## src/rtl/regfile_pkg.sv

```systemverilog
// Shared constants for the register-file writeback path.
package regfile_pkg;

    localparam int RF_ADDR_W = 5;
    localparam int RF_DATA_W = 32;

    localparam logic [RF_ADDR_W-1:0] ZERO_REG = 5'd0;

    localparam int WB_PORT_CORE = 0;
    localparam int WB_PORT_LONG = 1;
    localparam int WB_NUM_PORTS = 2;

endpackage

```

## src/rtl/regfile_wb_arbiter_if.sv

```systemverilog
// Bundle of the two writeback request ports, the register-file write port
// and the pending-write mask. The arbiter sits on the slave side.
interface regfile_wb_arbiter_if
#(
    parameter int ADDR_W = regfile_pkg::RF_ADDR_W,
    parameter int DATA_W = regfile_pkg::RF_DATA_W
);

    logic              req0_valid;
    logic              req0_ready;
    logic [ADDR_W-1:0] req0_addr;
    logic [DATA_W-1:0] req0_data;

    logic              req1_valid;
    logic              req1_ready;
    logic [ADDR_W-1:0] req1_addr;
    logic [DATA_W-1:0] req1_data;

    logic              rf_we;
    logic [ADDR_W-1:0] rf_waddr;
    logic [DATA_W-1:0] rf_wdata;

    logic [31:0]       pending_mask;

    modport master (
        output req0_valid, req0_addr, req0_data,
        input  req0_ready,
        output req1_valid, req1_addr, req1_data,
        input  req1_ready,
        input  rf_we, rf_waddr, rf_wdata,
        input  pending_mask
    );

    modport slave (
        input  req0_valid, req0_addr, req0_data,
        output req0_ready,
        input  req1_valid, req1_addr, req1_data,
        output req1_ready,
        output rf_we, rf_waddr, rf_wdata,
        output pending_mask
    );

endinterface

```

## src/rtl/wb_slot.sv

```systemverilog
// Single-entry writeback holding slot. A load in the same cycle as a clear
// wins, so a slot that issues can be refilled at the same edge. The older
// flag is cleared whenever the slot loads and is set by the arbiter when the
// other slot loads behind it.
module wb_slot
#(
    parameter int ADDR_W = regfile_pkg::RF_ADDR_W,
    parameter int DATA_W = regfile_pkg::RF_DATA_W
)
(
    input  logic              clk,
    input  logic              reset,
    input  logic              load,
    input  logic              clear,
    input  logic              mark_older,
    input  logic [ADDR_W-1:0] load_addr,
    input  logic [DATA_W-1:0] load_data,
    output logic              full,
    output logic [ADDR_W-1:0] addr,
    output logic [DATA_W-1:0] data,
    output logic              older
);

    logic              full_reg,  full_next;
    logic [ADDR_W-1:0] addr_reg,  addr_next;
    logic [DATA_W-1:0] data_reg,  data_next;
    logic              older_reg, older_next;

    // Next-state: issue empties, a younger arrival marks us older, load refills.
    always_comb begin
        full_next  = full_reg;
        addr_next  = addr_reg;
        data_next  = data_reg;
        older_next = older_reg;
        if (clear) begin
            full_next = 1'b0;
        end
        if (mark_older) begin
            older_next = 1'b1;
        end
        if (load) begin
            full_next  = 1'b1;
            addr_next  = load_addr;
            data_next  = load_data;
            older_next = 1'b0;
        end
    end

    // Slot registers; reset discards any buffered write.
    always_ff @(posedge clk or posedge reset) begin
        if (reset) begin
            full_reg  <= 1'b0;
            addr_reg  <= '0;
            data_reg  <= '0;
            older_reg <= 1'b0;
        end else begin
            full_reg  <= full_next;
            addr_reg  <= addr_next;
            data_reg  <= data_next;
            older_reg <= older_next;
        end
    end

    assign full  = full_reg;
    assign addr  = addr_reg;
    assign data  = data_reg;
    assign older = older_reg;

endmodule

```

## src/rtl/regfile_wb_arbiter.sv

```systemverilog
// Two-source writeback arbiter for the register-file write port. Port 0
// (core datapath) normally wins; port 1 (long-latency units) wins after
// MAX_WAIT consecutive denials, and same-address writes drain oldest first.
// All outputs are derived from slot state only.
module regfile_wb_arbiter
#(
    parameter int DATA_W   = regfile_pkg::RF_DATA_W,
    parameter int ADDR_W   = regfile_pkg::RF_ADDR_W,
    parameter int MAX_WAIT = 4
)
(
    input  logic                 clk,
    input  logic                 reset,
    regfile_wb_arbiter_if.slave  bus
);

    import regfile_pkg::*;

    localparam int         NPORT      = WB_NUM_PORTS;
    localparam logic [3:0] WAIT_LIMIT = 4'(MAX_WAIT);

    logic [NPORT-1:0]  req_valid;
    logic [ADDR_W-1:0] req_addr   [NPORT];
    logic [DATA_W-1:0] req_data   [NPORT];

    logic [NPORT-1:0]  slot_ready;
    logic [NPORT-1:0]  slot_load;
    logic [NPORT-1:0]  slot_mark_older;
    logic [NPORT-1:0]  slot_full;
    logic [NPORT-1:0]  slot_older;
    logic [ADDR_W-1:0] slot_addr  [NPORT];
    logic [DATA_W-1:0] slot_data  [NPORT];

    logic [NPORT-1:0]  grant;
    logic [3:0]        wait_cnt_reg, wait_cnt_next;

    logic              rf_we;
    logic [ADDR_W-1:0] rf_waddr;
    logic [DATA_W-1:0] rf_wdata;
    logic [31:0]       pending_mask;

    assign req_valid[WB_PORT_CORE] = bus.req0_valid;
    assign req_addr[WB_PORT_CORE]  = bus.req0_addr;
    assign req_data[WB_PORT_CORE]  = bus.req0_data;
    assign req_valid[WB_PORT_LONG] = bus.req1_valid;
    assign req_addr[WB_PORT_LONG]  = bus.req1_addr;
    assign req_data[WB_PORT_LONG]  = bus.req1_data;

    assign bus.req0_ready = slot_ready[WB_PORT_CORE];
    assign bus.req1_ready = slot_ready[WB_PORT_LONG];

    generate
        for (genvar gi = 0; gi < NPORT; gi++) begin : g_slot
            // Ready never looks at valid: empty, or draining this cycle.
            assign slot_ready[gi] = !slot_full[gi] || grant[gi];
            // Writes to the zero register complete the handshake but are dropped.
            assign slot_load[gi]  = req_valid[gi] && slot_ready[gi] &&
                                    (req_addr[gi] != ADDR_W'(ZERO_REG));
            // A slot that stays full while the other one loads is now the older.
            assign slot_mark_older[gi] = slot_load[NPORT-1-gi] &&
                                         slot_full[gi] && !grant[gi];

            wb_slot #(
                .ADDR_W (ADDR_W),
                .DATA_W (DATA_W)
            ) u_slot (
                .clk        (clk),
                .reset      (reset),
                .load       (slot_load[gi]),
                .clear      (grant[gi]),
                .mark_older (slot_mark_older[gi]),
                .load_addr  (req_addr[gi]),
                .load_data  (req_data[gi]),
                .full       (slot_full[gi]),
                .addr       (slot_addr[gi]),
                .data       (slot_data[gi]),
                .older      (slot_older[gi])
            );
        end
    endgenerate

    // Grant: sole occupant wins; same address drains oldest (tie to core);
    // otherwise core wins unless the long port has waited out its budget.
    always_comb begin
        grant = '0;
        if (slot_full[WB_PORT_CORE] && !slot_full[WB_PORT_LONG]) begin
            grant[WB_PORT_CORE] = 1'b1;
        end else if (!slot_full[WB_PORT_CORE] && slot_full[WB_PORT_LONG]) begin
            grant[WB_PORT_LONG] = 1'b1;
        end else if (slot_full[WB_PORT_CORE] && slot_full[WB_PORT_LONG]) begin
            if (slot_addr[WB_PORT_CORE] == slot_addr[WB_PORT_LONG]) begin
                if (slot_older[WB_PORT_LONG]) begin
                    grant[WB_PORT_LONG] = 1'b1;
                end else begin
                    grant[WB_PORT_CORE] = 1'b1;
                end
            end else if (wait_cnt_reg == WAIT_LIMIT) begin
                grant[WB_PORT_LONG] = 1'b1;
            end else begin
                grant[WB_PORT_CORE] = 1'b1;
            end
        end
    end

    // Write port mux: zero on idle cycles so downstream sees clean values.
    always_comb begin
        rf_we    = 1'b0;
        rf_waddr = '0;
        rf_wdata = '0;
        if (grant[WB_PORT_CORE]) begin
            rf_we    = 1'b1;
            rf_waddr = slot_addr[WB_PORT_CORE];
            rf_wdata = slot_data[WB_PORT_CORE];
        end else if (grant[WB_PORT_LONG]) begin
            rf_we    = 1'b1;
            rf_waddr = slot_addr[WB_PORT_LONG];
            rf_wdata = slot_data[WB_PORT_LONG];
        end
    end

    generate
        for (genvar gi = 0; gi < 32; gi++) begin : g_mask
            if (gi == 0) begin : g_zero
                assign pending_mask[gi] = 1'b0;
            end else begin : g_bit
                assign pending_mask[gi] =
                    (slot_full[WB_PORT_CORE] && (slot_addr[WB_PORT_CORE] == ADDR_W'(gi))) ||
                    (slot_full[WB_PORT_LONG] && (slot_addr[WB_PORT_LONG] == ADDR_W'(gi)));
            end
        end
    endgenerate

    // Starvation counter: counts consecutive denied cycles of the long port.
    always_comb begin
        wait_cnt_next = 4'd0;
        if (slot_full[WB_PORT_LONG] && !grant[WB_PORT_LONG]) begin
            if (wait_cnt_reg == WAIT_LIMIT) begin
                wait_cnt_next = wait_cnt_reg;
            end else begin
                wait_cnt_next = wait_cnt_reg + 4'd1;
            end
        end
    end

    // Starvation counter register.
    always_ff @(posedge clk or posedge reset) begin
        if (reset) begin
            wait_cnt_reg <= 4'd0;
        end else begin
            wait_cnt_reg <= wait_cnt_next;
        end
    end

    assign bus.rf_we        = rf_we;
    assign bus.rf_waddr     = rf_waddr;
    assign bus.rf_wdata     = rf_wdata;
    assign bus.pending_mask = pending_mask;

endmodule

```

## src/flat_wrapper.sv

```systemverilog
// flat-port wrapper written by rule: the top's interface ports become plain ports
module regfile_wb_arbiter_flat import regfile_pkg::*;
#(
    parameter int DATA_W   = regfile_pkg::RF_DATA_W,
    parameter int ADDR_W   = regfile_pkg::RF_ADDR_W,
    parameter int MAX_WAIT = 4
)
  (clk, reset, bus_req0_valid, bus_req0_addr, bus_req0_data, bus_req0_ready, bus_req1_valid, bus_req1_addr, bus_req1_data, bus_req1_ready, bus_rf_we, bus_rf_waddr, bus_rf_wdata, bus_pending_mask);
  regfile_wb_arbiter_if #(.ADDR_W(ADDR_W), .DATA_W(DATA_W)) bus_i ();
  input  logic clk;
  input  logic reset;
  input wire logic [$bits(bus_i.req0_valid)-1:0] bus_req0_valid;
  input wire logic [$bits(bus_i.req0_addr)-1:0] bus_req0_addr;
  input wire logic [$bits(bus_i.req0_data)-1:0] bus_req0_data;
  output wire logic [$bits(bus_i.req0_ready)-1:0] bus_req0_ready;
  input wire logic [$bits(bus_i.req1_valid)-1:0] bus_req1_valid;
  input wire logic [$bits(bus_i.req1_addr)-1:0] bus_req1_addr;
  input wire logic [$bits(bus_i.req1_data)-1:0] bus_req1_data;
  output wire logic [$bits(bus_i.req1_ready)-1:0] bus_req1_ready;
  output wire logic [$bits(bus_i.rf_we)-1:0] bus_rf_we;
  output wire logic [$bits(bus_i.rf_waddr)-1:0] bus_rf_waddr;
  output wire logic [$bits(bus_i.rf_wdata)-1:0] bus_rf_wdata;
  output wire logic [$bits(bus_i.pending_mask)-1:0] bus_pending_mask;
  assign bus_i.req0_valid = bus_req0_valid;
  assign bus_i.req0_addr = bus_req0_addr;
  assign bus_i.req0_data = bus_req0_data;
  assign bus_req0_ready = bus_i.req0_ready;
  assign bus_i.req1_valid = bus_req1_valid;
  assign bus_i.req1_addr = bus_req1_addr;
  assign bus_i.req1_data = bus_req1_data;
  assign bus_req1_ready = bus_i.req1_ready;
  assign bus_rf_we = bus_i.rf_we;
  assign bus_rf_waddr = bus_i.rf_waddr;
  assign bus_rf_wdata = bus_i.rf_wdata;
  assign bus_pending_mask = bus_i.pending_mask;
  regfile_wb_arbiter #(.DATA_W(DATA_W), .ADDR_W(ADDR_W), .MAX_WAIT(MAX_WAIT)) u_core (.clk(clk), .reset(reset), .bus(bus_i));
endmodule
```

## config.mk

```make
export PLATFORM = sky130hd
export DESIGN_NAME = regfile_wb_arbiter_flat
export DESIGN_NICKNAME = d
export VERILOG_FILES = /design/src/rtl/regfile_pkg.sv /design/src/rtl/regfile_wb_arbiter_if.sv /design/src/rtl/wb_slot.sv /design/src/rtl/regfile_wb_arbiter.sv /design/src/flat_wrapper.sv
export SDC_FILE = /design/constraint.sdc
export NUM_CORES = 1
export LEC_CHECK = 0
export CORE_UTILIZATION = 50
export CTS_BUF_LIST = sky130_fd_sc_hd__clkbuf_8
export DETAILED_ROUTE_END_ITERATION = 10
export PLACE_DENSITY = 0.95
export SYNTH_ARGS = -nofsm -noshare
export SYNTH_HDL_FRONTEND = slang
export SYNTH_HIERARCHICAL = 1
export SYNTH_SLANG_ARGS = --single-unit
```

## constraint.sdc

```tcl
create_clock -name clk -period 4.29 [get_ports clk]
set_input_delay 0.6435 -clock clk [delete_from_list [all_inputs] [get_ports clk]]
set_output_delay 0.6435 -clock clk [all_outputs]
set_load 0.005 [all_outputs]
```

==> key figures <==
Finish
  – Non-Filler Instances: slightly below 600
  – Nets: between 500 and 600
  – Max reg flops: 64
  – Share of post-route cells with drive strength above 1: 21.6%
  – Antenna Cells: 0
  – Area Overhead vs Synth: 41.5%

Run status
  – Status: complete, no violations

Power and ir drop
  – Peak VDD IR: 0.337 mV
  – Pleak: ~2.4 nW
  – Total Power: 0.00357 W
  – PD cells: 603 mW/mm2

Critical path
  – CP Launch Type: flop
  – Crit Path Max Fanout: 21
  – Crit. path cell count: 7
  – R2R Path Start: u_core/g_slot[0].u_slot/addr[0]
  – Reg-to-reg critical path endpoint: u_core/g_slot[0].u_slot/data[24]
  – Crit. End Element: output pin
  – R2r setup slk: 1.43 ns
  – Worst path cell trace: xor2_1 -> nor3_4 -> nand3_1 -> a31oi_4 -> buf_12 -> a22o_1 -> clkdlybuf4s50_1
  – Critical path startpoint: u_core/g_slot[0].u_slot/addr[0]
  – CP endpoint: bus_rf_wdata[26]
  – Cell family with most CP delay: buffers and inverters
  – CP required: 3.65 ns
  – Type of the worst setup path: reg2out
  – Crit path buffers/inverters: 2
  – Worst R2R Path Depth: 7
  – CP arrival: 3.02 ns
  – Critical path's slowest cell: a31oi_4
  – CP max stage delay: 0.57 ns

Floorplanning
  – Row Count: 32
  – Width of the die: just over 90 um
  – Initial core utilization: 53.0%
  – Die Ht: 93.4 um
  – Num ports: 150
  – Std-Cell Core Area: around 0.008 mm2
  – Die ar.: about 0.0087 mm2

CTS
  – CTS sink count: 81
  – H-tree depth: 3
  – Post-CTS setup buffers: 0
  – Largest buffer count on any clock path: 2
  – Clock Tree Root: clkbuf_8
  – Worst skew pair latency: 0.34 ns
  – CTS tree: built
  – Hold buffer count at cts: 0
  – Clock-pin slew on the worst setup and hold paths: 0.08 ns
  – Cts repair resizes: 0
  – Num CTS Buffers: 9

STA
  – Period minus WS final: 3.67 ns
  – Pins Over Slew Limit: 0
  – Post-Route Skew: 0.0117 ns
  – Final setup vio count: 0
  – RSZ-0062 raised after global routing: no
  – Fin crit share: between 80% and 90%
  – Actual slew at the worst max-slew pin: 0.685 ns
  – Final TNS setup: 0 ns
  – Final hold violation count: 0
  – Worst slew margin: 54.4%
  – Max Clock Freq: ~0.27 GHz

Detailed routing
  – ANT nets after route: 0
  – DR iter-0 viols: 167
  – Vias per cell: ~5.8
  – Drt drc: 0
  – Total wire length: 10400 um
  – Detailed-router iteration count before antenna repair: 7
  – WL per Instance: 17.8 um
  – Vias: 3380

GRT
  – Vias in the first global route: between 3000 and 4000
  – First-pass GRT wire length: 17100 um
  – Largest net degree at the start of global routing: 40
  – Initial antenna violation count: 0
  – GRT Residual Overflow: 0
  – GRT Total Usage: 25.1%

Yosys
  – Syn avg cell area: 12.4 um2
  – Yosys warns: 6
  – Synthesized netlist net count: about 420
  – Synthesized area: around 0.0042 mm2
  – Synthesized instance count: 337

Job
  – # Max-Cap Violations: 0

Place
  – DP Cell Count: 567
  – Detailed placer's ending HPWL: 7690 um
  – GP Congestion: around 1
  – Port bufs: 148

Min path
  – Worst hold start: u_core/g_slot[0].u_slot/data[22]
  – Worst hold path type: reg2reg
-- area by class of cell --
class | count | area [um2]
clock buffers | 10 | 138
clock inverters | 6 | 106
fillers | 527 | 1980
inverters | 8 | 30.0
multi-input cells | 221 | 1940
flip-flops and latches | 81 | 2030
well taps | 102 | 128
repair buffers | 155 | 1550
-- worst min-delay path by stage --
stage	endpoint	cells after the start	slack, ns
floorplan	u_core/wait_cnt_reg[0]	1	0.41
global placement	u_core/g_slot[1].u_slot/data[28]	1	0.49
detailed placement	u_core/g_slot[0].u_slot/data[22]	1	0.50
CTS	u_core/g_slot[0].u_slot/data[22]	1	0.51
global route	u_core/g_slot[0].u_slot/data[28]	1	0.52
finish	u_core/g_slot[0].u_slot/data[22]	1	0.51
-- worst reg2reg max path: stages, from the launching register on --
cell and delay (ns):
dfrtp_1 0.49, xor2_1 0.23, nor3_4 0.25, a21o_2 0.21, nand2_1 0.12, a31oi_4 0.62
buf_4 0.43, mux2_2 0.40
-- layer usage --
metal	share of wire [%]	track usage (%)	vias up
met5	0	0	-
met4	1.3	6.28	0
met3	7.1	4.96	19
met2	51	43.9	181
met1	41	31.8	1651
li1	-	-	1529
-- layout by cell type (no fill, tap or decap), drive strengths merged, types with 6 or more instances in the layout --
cell type,n
inv,9
nand3,9
buf,7
clkbuf,10
nor2,12
clkdlybuf4s50,148
dfrtp,81
a22o,37
nand2b,6
nand2,9
o22ai,31
mux2,74
-- metrics by stage --
stage / utilization, % / hold WS, ns / setup slack [ns] / cell area, um2
after floorplan: - / 0.410 / 1.91 / 4180
after global placement: 71.9 / 0.489 / 1.08 / 5670
after detailed placement: 71.9 / 0.497 / 1.01 / 5670
after CTS: 75.0 / 0.515 / 0.605 / 5910
after global routing: 75.0 / 0.521 / 0.463 / 5910
final: 75.0 / 0.513 / 0.622 / 5910
-- power breakdown --
group | switching (W) | internal (W) | leakage, nW
sequential | 0.000235 | 0.00102 | 0.951
combinational | 0.000657 | 0.000987 | 1.36
clock | 0.000265 | 0.000401 | 0.129
total | 0.00116 | 0.00241 | 2.44
No activity file was read; power rests on OpenSTA's default activity.
==> RTL edit (config.mk and constraints unchanged) <==
`ZERO_REG`: 5'd0 -> 5'd1.
--- a/src/rtl/regfile_pkg.sv
+++ b/src/rtl/regfile_pkg.sv
@@ -4,7 +4,7 @@
     localparam int RF_ADDR_W = 5;
     localparam int RF_DATA_W = 32;
 
-    localparam logic [RF_ADDR_W-1:0] ZERO_REG = 5'd0;
+    localparam logic [RF_ADDR_W-1:0] ZERO_REG = 5'd1;
 
     localparam int WB_PORT_CORE = 0;
     localparam int WB_PORT_LONG = 1;
Check against the original RTL: not equivalent (a bounded check fails within 4 cycles, from zero or initial values and one cycle with reset high).
==> RTL edit against the unedited design <==
First-iteration DRC count increased by 41%; die area increased by 2.0%; count of clock-buffer cells in the layout unchanged; synthesized cell count increased by 2.1%; sequential cell count unchanged; synthesized area increased by 2.1%; total power decreased by 4.5%; wire length increased by 13%; hold slack got worse by 1.8 ps; largest power group unchanged; design area about the same; setup slack improved by 130 ps.
==> RTL edit: results (changes against the unedited design) <==
- Fraction of layout cells with a size suffix above 1: 23.3% (was 21.6%)
- Setup TNS: 0 ps (unchanged)
- Area growth syn-to-layout: 38.6% (was 41.5%)
- Crit path largest cell delay: 530 ps (was 570 ps)
- Slowest cell on crit path: clkdlybuf4s50_1 (was a31oi_4)
- DRT iter0 DRCs: 235 (was 167)
- Final-layout fill cell count: 534 (was 527)
- Syn_nets: 424 (was 417)
- DRT met1 WL: 4450 µm (was 4220 µm)
- First-pass GRT wire length: 18300 µm (was 17100 µm)
- Routability cong.: 0.960 (was 0.998)
- Worst-path fanout max: 32 (was 21)
- Met3 wire len: 995 µm (was 740 µm)
- Post-Route WL: 11700 µm (was 10400 µm)
- PortBufs: 148 (unchanged)
- Max reg flops: 64 (unchanged)
- Root buffer cell: clkbuf_8 (unchanged)
- VDD IR max: 0.358 mV (was 0.337 mV)
- Outcome: complete, no violations (unchanged)
- Clk buf depth: 2 (unchanged)
- # H-tree levels: 3 (unchanged)
- Largest net degree at the start of global routing: 51 (was 40)
- Total CTS buffers: 9 (unchanged)
- Ys Warns: 6 (unchanged)
- # Post-CTS Setup Buffers: 0 (unchanged)
- Leakage: 2.34 nW (was 2.44 nW)
- Top layer in use: met4 (unchanged)
- Initial antenna violation count: 0 (unchanged)
- Flop-to-flop setup slack: 1290 ps (was 1430 ps)
- Worst skew pair latency: 340 ps (about the same)
- Post-CTS Resized: 0 (unchanged)
- Worst min path class: flop to flop (unchanged)
- Worst-Margin Slew: 941 ps (was 685 ps)
- Placed inst area: 5730 µm² (was 5670 µm²)
- Clock Skew: 14.5 ps (was 11.7 ps)
- Metal2 WL: 6120 µm (was 5310 µm)
- Detail Placement HPWL: 8300 µm (was 7690 µm)
- CTS clk-pin slew, worst paths: 80 ps (about the same)
- Global-route usage over all layers: 27.2% (was 25.1%)
- Via count: 3504 (was 3380)
- DRT Pass-1 Iters: 5 (was 7)
- Nets: 558 (was 556)
- N_diodes: 0 (unchanged)
- Data arrival, critical path: 2900 ps (was 3020 ps)
- Number of global-route vias before repair: 3715 (was 3522)
## RTL edit: cell count changes in the layout (fill, tap and decap cells not counted), sizes merged, moves of 3 or more
cell    change
a22o       -37
a32o       +36
nand2       +4
nand3       +4
nand3b      -3
xnor2       +4
xor2        -4
## RTL edit: final timing paths
| kind | from | endpoint | cells past startpoint |
|---|---|---|---|
| setup / recovery | u_core/wait_cnt_reg[1]$_DFFE_PP0P_ | bus_rf_wdata[17] | 9 |
| hold / removal | u_core/g_slot[1].u_slot/data[23]$_DFFE_PP0P_ | u_core/g_slot[1].u_slot/data[23]$_DFFE_PP0P_ | 1 |
| setup reg to reg | u_core/wait_cnt_reg[1]$_DFFE_PP0P_ | u_core/g_slot[1].u_slot/data[8]$_DFFE_PP0P_ | 8 |
| hold reg to reg | u_core/g_slot[1].u_slot/data[23]$_DFFE_PP0P_ | u_core/g_slot[1].u_slot/data[23]$_DFFE_PP0P_ | 1 |
| max in group asynchronous | reset | u_core/g_slot[0].u_slot/data[1]$_DFFE_PP0P_ | 3 |
| min in group asynchronous | reset | u_core/wait_cnt_reg[2]$_DFFE_PP0P_ | 2 |
## RTL edit: stage by stage
step | power [W] | worst slack (ps) | hold slack [ps] | instances
after floorplan | 0.00218 | 1980 | 410 | 344
final | 0.00340 | 750 | 511 | 586
after global routing | 0.00358 | 593 | 523 | 586
after detailed placement | 0.00284 | 1150 | 497 | 572
after CTS | 0.00340 | 774 | 516 | 586
after global placement | 0.00278 | 1210 | 490 | 572
## RTL edit: layout make-up
| cell class | instances | share of cell area, % |
|---|---|---|
| Clock buffer | 10 | 2.33 |
| Clock inverter | 4 | 0.762 |
| Inverter | 8 | 0.508 |
| Multi-Input combinational cell | 224 | 34.0 |
| Sequential cell | 81 | 34.3 |
| Tap cell | 105 | 2.22 |
| Timing Repair Buffer | 154 | 25.8 |
## RTL edit: report_power, final
part           internal (W)  switching, W  total (W)
clock network      0.000276      0.000263   0.000538
registers           0.00101      0.000286    0.00130
logic              0.000935      0.000631    0.00157
total               0.00222       0.00118    0.00340
## RTL edit: routing by layer
metal  up-vias  global-route usage, %
met1      1729                   31.0
met2       194                   48.5
met3        15                   7.33
met5         -                      0
li1       1566                      -
met4         0                   10.4
## RTL edit: worst max-delay path: cells and delay by family (launching register included)
family	cells	cell delay (ps)
simple gates	3	640
flops	1	400
fa+ha+maj	1	200
buf+inv	3	1030
compound gates	2	260
